**src/rtl/regfile_wb_arbiter_if.sv**
```systemverilog
// Producer-side request channels and register-file write port of the write-back arbiter.
interface regfile_wb_arbiter_if #(
    parameter int unsigned DW   = 32,
    parameter int unsigned AW   = 5,
    parameter int unsigned NREG = 16
);
    logic            a_valid;
    logic            a_ready;
    logic [AW-1:0]   a_addr;
    logic [DW-1:0]   a_data;
    logic            b_valid;
    logic            b_ready;
    logic [AW-1:0]   b_addr;
    logic [DW-1:0]   b_data;
    logic            write;
    logic [AW-1:0]   wrAddr;
    logic [DW-1:0]   wrData;
    logic [NREG-1:0] pending;
    logic            err;

    // Arbiter view
    modport slave (
        input  a_valid, a_addr, a_data, b_valid, b_addr, b_data,
        output a_ready, b_ready, write, wrAddr, wrData, pending, err
    );

    // Producers and register-file view
    modport master (
        output a_valid, a_addr, a_data, b_valid, b_addr, b_data,
        input  a_ready, b_ready, write, wrAddr, wrData, pending, err
    );
endinterface

```
**src/rtl/regfile_wb_arbiter.sv**
```systemverilog
// Two-source write-back arbiter driving the register-file write port: per-source circular
// FIFOs, round-robin grant, registered write strobe and an in-flight register mask.
module regfile_wb_arbiter #(
    parameter int unsigned DW    = 32,
    parameter int unsigned AW    = 5,
    parameter int unsigned NREG  = 16,
    parameter int unsigned DEPTH = 2
) (
    input  logic                 clk,
    input  logic                 reset,
    regfile_wb_arbiter_if.slave  bus
);
    localparam int unsigned PW  = $clog2(DEPTH);
    localparam int unsigned CW  = $clog2(DEPTH + 1);
    localparam int unsigned AW1 = AW + 1;
    localparam logic [AW1-1:0] NREG_LIM = AW1'(NREG);
    localparam logic [CW-1:0]  FULL_CNT = CW'(DEPTH);

    typedef struct packed {
        logic [AW-1:0] addr;
        logic [DW-1:0] data;
    } entry_t;

    entry_t        mem_q  [2][DEPTH];
    entry_t        mem_d  [2][DEPTH];
    logic [PW-1:0] wptr_q [2];
    logic [PW-1:0] wptr_d [2];
    logic [PW-1:0] rptr_q [2];
    logic [PW-1:0] rptr_d [2];
    logic [CW-1:0] cnt_q  [2];
    logic [CW-1:0] cnt_d  [2];
    logic          prio_q, prio_d;
    logic          write_q, write_d;
    logic          err_q, err_d;
    logic [AW-1:0] wr_addr_q, wr_addr_d;
    logic [DW-1:0] wr_data_q, wr_data_d;

    logic [1:0]      in_valid, ready_c, accept, legal, push, pop, nonempty;
    entry_t          in_req [2];
    logic            grant_any, gsel;
    entry_t          head;
    logic [NREG-1:0] pending_c;

    assign in_valid  = {bus.b_valid, bus.a_valid};
    assign in_req[0] = '{addr: bus.a_addr, data: bus.a_data};
    assign in_req[1] = '{addr: bus.b_addr, data: bus.b_data};

    // Accept, arbitrate, pop/push and load the output register
    always_comb begin
        mem_d     = mem_q;
        wptr_d    = wptr_q;
        rptr_d    = rptr_q;
        cnt_d     = cnt_q;
        prio_d    = prio_q;
        write_d   = 1'b0;
        wr_addr_d = wr_addr_q;
        wr_data_d = wr_data_q;
        err_d     = err_q;
        ready_c   = '0;
        accept    = '0;
        legal     = '0;
        push      = '0;
        pop       = '0;
        nonempty  = '0;
        grant_any = 1'b0;
        gsel      = 1'b0;
        head      = '0;

        for (int i = 0; i < 2; i++) begin
            nonempty[i] = (cnt_q[i] != '0);
            ready_c[i]  = reset && (cnt_q[i] != FULL_CNT);
            accept[i]   = in_valid[i] && ready_c[i];
            legal[i]    = ({1'b0, in_req[i].addr} < NREG_LIM);
            push[i]     = accept[i] && legal[i];
        end

        // Contention resolved by prio; a lone non-empty side always wins
        grant_any = |nonempty;
        gsel      = (&nonempty) ? prio_q : !nonempty[0];
        pop       = grant_any ? (gsel ? 2'b10 : 2'b01) : 2'b00;
        head      = mem_q[gsel][rptr_q[gsel]];

        if (grant_any) begin
            write_d   = 1'b1;
            wr_addr_d = head.addr;
            wr_data_d = head.data;
            prio_d    = !gsel;
        end

        err_d = err_q || (|(accept & ~legal));

        for (int i = 0; i < 2; i++) begin
            if (push[i]) begin
                mem_d[i][wptr_q[i]] = in_req[i];
                wptr_d[i]           = wptr_q[i] + PW'(1);
            end
            if (pop[i]) begin
                rptr_d[i] = rptr_q[i] + PW'(1);
            end
            cnt_d[i] = cnt_q[i] + CW'(push[i]) - CW'(pop[i]);
        end
    end

    // Mask of registers still owed a write: live FIFO slots plus the strobe in flight
    always_comb begin
        pending_c = '0;
        for (int i = 0; i < 2; i++) begin
            for (int unsigned j = 0; j < DEPTH; j++) begin
                if (CW'(PW'(PW'(j) - rptr_q[i])) < cnt_q[i]) begin
                    pending_c = pending_c | (NREG'(1) << mem_q[i][j].addr);
                end
            end
        end
        if (write_q) begin
            pending_c = pending_c | (NREG'(1) << wr_addr_q);
        end
    end

    always_ff @(posedge clk or negedge reset) begin
        if (!reset) begin
            for (int i = 0; i < 2; i++) begin
                for (int unsigned j = 0; j < DEPTH; j++) begin
                    mem_q[i][j] <= '0;
                end
                wptr_q[i] <= '0;
                rptr_q[i] <= '0;
                cnt_q[i]  <= '0;
            end
            prio_q    <= 1'b0;
            write_q   <= 1'b0;
            wr_addr_q <= '0;
            wr_data_q <= '0;
            err_q     <= 1'b0;
        end else begin
            mem_q     <= mem_d;
            wptr_q    <= wptr_d;
            rptr_q    <= rptr_d;
            cnt_q     <= cnt_d;
            prio_q    <= prio_d;
            write_q   <= write_d;
            wr_addr_q <= wr_addr_d;
            wr_data_q <= wr_data_d;
            err_q     <= err_d;
        end
    end

    assign bus.a_ready = ready_c[0];
    assign bus.b_ready = ready_c[1];
    assign bus.write   = write_q;
    assign bus.wrAddr  = wr_addr_q;
    assign bus.wrData  = wr_data_q;
    assign bus.pending = pending_c;
    assign bus.err     = err_q;
endmodule

```
**src/flat_wrapper.sv**
```systemverilog
// flat-port wrapper written by rule: the top's interface ports become plain ports
module regfile_wb_arbiter_flat 
#(
    parameter int unsigned DW    = 32,
    parameter int unsigned AW    = 5,
    parameter int unsigned NREG  = 16,
    parameter int unsigned DEPTH = 2
)
  (clk, reset, bus_a_valid, bus_a_addr, bus_a_data, bus_b_valid, bus_b_addr, bus_b_data, bus_a_ready, bus_b_ready, bus_write, bus_wrAddr, bus_wrData, bus_pending, bus_err);
  regfile_wb_arbiter_if #(.DW(DW), .AW(AW), .NREG(NREG)) bus_i ();
  input  logic clk;
  input  logic reset;
  input wire logic [$bits(bus_i.a_valid)-1:0] bus_a_valid;
  input wire logic [$bits(bus_i.a_addr)-1:0] bus_a_addr;
  input wire logic [$bits(bus_i.a_data)-1:0] bus_a_data;
  input wire logic [$bits(bus_i.b_valid)-1:0] bus_b_valid;
  input wire logic [$bits(bus_i.b_addr)-1:0] bus_b_addr;
  input wire logic [$bits(bus_i.b_data)-1:0] bus_b_data;
  output wire logic [$bits(bus_i.a_ready)-1:0] bus_a_ready;
  output wire logic [$bits(bus_i.b_ready)-1:0] bus_b_ready;
  output wire logic [$bits(bus_i.write)-1:0] bus_write;
  output wire logic [$bits(bus_i.wrAddr)-1:0] bus_wrAddr;
  output wire logic [$bits(bus_i.wrData)-1:0] bus_wrData;
  output wire logic [$bits(bus_i.pending)-1:0] bus_pending;
  output wire logic [$bits(bus_i.err)-1:0] bus_err;
  assign bus_i.a_valid = bus_a_valid;
  assign bus_i.a_addr = bus_a_addr;
  assign bus_i.a_data = bus_a_data;
  assign bus_i.b_valid = bus_b_valid;
  assign bus_i.b_addr = bus_b_addr;
  assign bus_i.b_data = bus_b_data;
  assign bus_a_ready = bus_i.a_ready;
  assign bus_b_ready = bus_i.b_ready;
  assign bus_write = bus_i.write;
  assign bus_wrAddr = bus_i.wrAddr;
  assign bus_wrData = bus_i.wrData;
  assign bus_pending = bus_i.pending;
  assign bus_err = bus_i.err;
  regfile_wb_arbiter #(.DW(DW), .AW(AW), .NREG(NREG), .DEPTH(DEPTH)) u_core (.clk(clk), .reset(reset), .bus(bus_i));
endmodule
```
**config.mk**
```make
export PLATFORM = sky130hd
export DESIGN_NAME = regfile_wb_arbiter_flat
export DESIGN_NICKNAME = d
export VERILOG_FILES = /design/src/rtl/regfile_wb_arbiter_if.sv /design/src/rtl/regfile_wb_arbiter.sv /design/src/flat_wrapper.sv
export SDC_FILE = /design/constraint.sdc
export NUM_CORES = 1
export LEC_CHECK = 0
export CAP_MARGIN = 20
export CORE_MARGIN = 2
export CORE_UTILIZATION = 35
export CTS_BUF_LIST = sky130_fd_sc_hd__clkbuf_4
export DETAILED_ROUTE_END_ITERATION = 7
export PLACE_DENSITY_LB_ADDON = 0.05
export SLEW_MARGIN = 0
export SYNTH_ARGS = -nofsm -noshare
export SYNTH_HDL_FRONTEND = slang
export SYNTH_SLANG_ARGS = --single-unit
```
**constraint.sdc**
```tcl
create_clock -name clk -period 2.4 [get_ports clk]
set_input_delay 0.48 -clock clk [delete_from_list [all_inputs] [get_ports clk]]
set_output_delay 0.48 -clock clk [all_outputs]
set_load 0.02 [all_outputs]
```
==> impl_metrics.py <==
metrics = {
    "final_layout": {
        "design_area_sq_um": 12100,
        "nets": 1027,
        "area_delta_synth_final_pct": 30.1,
        "drive_gt1_share_pct": 33.5,
        "fill_cells": 2412,
    },
    "logic_synthesis": {
        "synth_warnings": 0,
        "yosys-top-cells-count": "dfrtp_1 (196), mux2_2 (149), nor2b_1 (77), a211oi_1 (64), nand2_1 (50)",
        "netlist_top_cells_area": "dfrtp_1 (53%), mux2_2 (18%), nor2b_1 (5.2%)",
        "synth-main-ff-cell": "dfrtp_1",
        "synth_area_leader_cell": "dfrtp_1",
        "netlist.area_leader.share_pct": 52.8,
        "synth_cell_types": 46,
        "synthArstFlopShare_pct": 100,
        "syn_inst": 762,
        "synth_sequential_area_ratio_pct": 52.8,
        "syn_area_sq_um": 9290,
        "syn-mean-instance-area_sq_um": 12.2,
        "synth_edf_count": 0,
        "ys_ff_latch": 196,
        "yosysMostFrequentCell": "dfrtp_1",
        "synth_nets": 844,
    },
    "timing": {
        "skew_ns": 0.0480,
        "timing.hold.ws_ns": 0.430,
        "period_share_pct": 108,
        "hold_violations": 0,
        "clock.fmax_mhz": 385,
        "relSlewSlack_pct": 26.5,
        "tightest_slew_ns": 1.10,
        "fin_crit_ns": 2.60,
        "setup_viol": 16,
        "rsz0062_at_grt": "true",
        "slew_viol_final": 0,
        "fin_ws_ns": -0.197,
    },
    "clock_network": {
        "htree_levels": 4,
        "path_clk_slew_ns": 0.18,
        "clockBufferDepth": 2,
        "cts_root_buf": "clkbuf_4",
        "numClockSinks": 196,
        "clkLatencyLatePin_ns": 0.59,
        "cts_buffers": 17,
        "cts_tree": "done",
    },
    "die": {
        "die_area_sq_um": 27900,
        "core_sq_um": 26100,
        "die_y_um": 167,
        "ioPinCount": 135,
        "start_util_pct": 35.6,
        "die_w_um": 167,
        "rows": 59,
    },
    "route": {
        "routed_wirelength_mm": 25.9,
        "wl_per_cell_um": 20.0,
        "ant_nets": 0,
        "drt_iter0_markers": 396,
        "viasPerCell": 5.24,
        "route.detailed.drc": 0,
        "via_count": 6783,
        "dr.pass1.iters": 4,
    },
    "worst_hold_path": {
        "min_path_type": "in2async",
    },
    "global_route": {
        "antenna_found_initial": 1,
        "overflow": 0,
        "grt_first_pass_wirelength_mm": 40.9,
        "grt_pass1_vias": 7100,
        "grt_max_degree": 179,
        "grt_use_total_pct": 18.7,
    },
    "critical_path": {
        "cp_cell_sequence": "a21o_1 > and3_4 > buf_6 > a22o_1 > a211o_1 > buf_6",
        "path_buf_inv": 2,
        "r2r_slack_ns": 0.22,
        "slowest_stage": "dfrtp_2",
        "critPathKind": "reg2out",
        "path_max_fanout": 3,
        "end_kind": "output port",
        "critPathLaunchType": "flip-flop",
        "cpMostUsedCell": "buf_6",
        "critPathMaxStageDelay_ns": 0.46,
        "crit_arrival_ns": 2.12,
        "critPathTopFamily": "compound AO/OA/AOI/OAI gates",
        "worst_ep_required_time_ns": 1.92,
    },
    "power": {
        "vdd_drop_max_mv": 0.772,
        "power_density_nw_per_um2": 1410,
        "power_uw": 17100,
        "leakage_uw": 0.00491,
    },
    "run_status": {
        "status": "finished, violations left",
        "violations": "setup timing",
    },
    "place": {
        "port_buffers": 134,
        "place_area_sq_um": 11400,
        "place.gp.congestion": 0.876,
        "pre_cts_slack_ns": -0.264,
        "detailed_place_hpwl_mm": 17.6,
    },
    "flow_run": {
        "drv_cap": 0,
    },
}
## state kept, by name, summed over array words and instances, names as in the netlist
name	cells
u_core.cnt_q	4
u_core.rptr_q	2
u_core.mem_q	148
u_core.bus.wrData	32
u_core.bus.write	1
u_core.wptr_q	2
u_core.bus.wrAddr	5
u_core.bus.err	1
u_core.prio_q	1
## worst reg2reg max path: cells and delay by family, from the launching register on
family / cells / cell delay [ns]
buf+inv: 4 / 0.54
flops: 1 / 0.45
compound gates: 1 / 0.43
mux: 1 / 0.35
simple gates: 1 / 0.31
## cell usage in the layout, fill, tap and decap left out, types with 12 or more instances in the layout
cell type,Yosys,layout
nor2b_1,77,73
buf_6,3,23
dfrtp_1,196,189
nand3_1,13,12
a221o_1,13,13
clkdlybuf4s50_1,0,114
o211ai_1,15,15
buf_4,5,65
clkbuf_4,0,18
mux2_2,149,149
a211oi_1,64,64
nand2_1,50,50
o31ai_1,33,33
## metal layers
metal | GRT usage (%) | wire [um]
met3 | 3.75 | 907
met1 | 25.2 | 11900
met2 | 31.1 | 12600
met4 | 4.80 | 470
met5 | 0 | 0
## logic make-up after synthesis
| family | Yosys count | synth area share (%) |
|---|---|---|
| compound gates | 154 | 13.0 |
| fa+ha+maj | 4 | 0.539 |
| flops | 196 | 52.8 |
| xor+xnor | 8 | 0.755 |
| mux | 159 | 19.1 |
| simple gates | 180 | 10.7 |
| buf+inv | 61 | 3.07 |
## power by group
group	switching, uW	total (uW)	internal, uW
Sequential	1110	6070	4950
Combinational	4550	9150	4590
Clock	1290	1890	597
Total	6960	17100	10100
## repair_timing
item | 4_1_cts | 5_1_grt
hold buffers | 1 | 0
buffers inserted | 10 | 6
pin swaps | 16 | 15
resized for setup | 134 | 20
hold endpoints to repair | 18 | 0
endpoints found under the setup margin | 18 | 19
## final cells by class
| class | count | area [sq um] | share of cell area [%] |
|---|---|---|---|
| antenna | 1 | 2.50 | 0.0207 |
| timing repair buffer | 214 | 2050 | 17.0 |
| clock inverter | 14 | 184 | 1.52 |
| clock buffer | 18 | 135 | 1.12 |
| multi-input combinational | 505 | 4340 | 35.9 |
| tap | 335 | 419 | 3.47 |
| sequential | 196 | 4910 | 40.7 |
| inverter | 11 | 41.3 | 0.342 |
## path summary, 6_finish.rpt
kind	from	end	depth (start not counted)
min in group clk	bus_a_valid	u_core.bus.err$_DFF_PN0_	3
max in group asynchronous	reset	u_core.mem_q[101]$_DFFE_PN0P_	4
worst min register to register	u_core.bus.wrData[20]$_DFFE_PN0N_	u_core.bus.wrData[20]$_DFFE_PN0N_	2
worst min-delay path	reset	u_core.mem_q[60]$_DFFE_PN0P_	3
worst max register to register	u_core.cnt_q[2]$_DFF_PN0_	u_core.mem_q[112]$_DFFE_PN0P_	7
worst max-delay path	u_core.rptr_q[0]$_DFFE_PN0P_	bus_pending[14]	6
## per-stage QoR
step           cells  TNS, ns  utilization (%)
3_5_place_dp    1245    -2.47             43.7
5_1_grt         1294    -4.79             46.4
2_1_floorplan    762        0                -
4_1_cts         1288    -3.34             46.0
6_report        1294    -2.32             46.4
3_3_place_gp    1245    -2.22             43.7
Power figures use the tool's default switching activity.
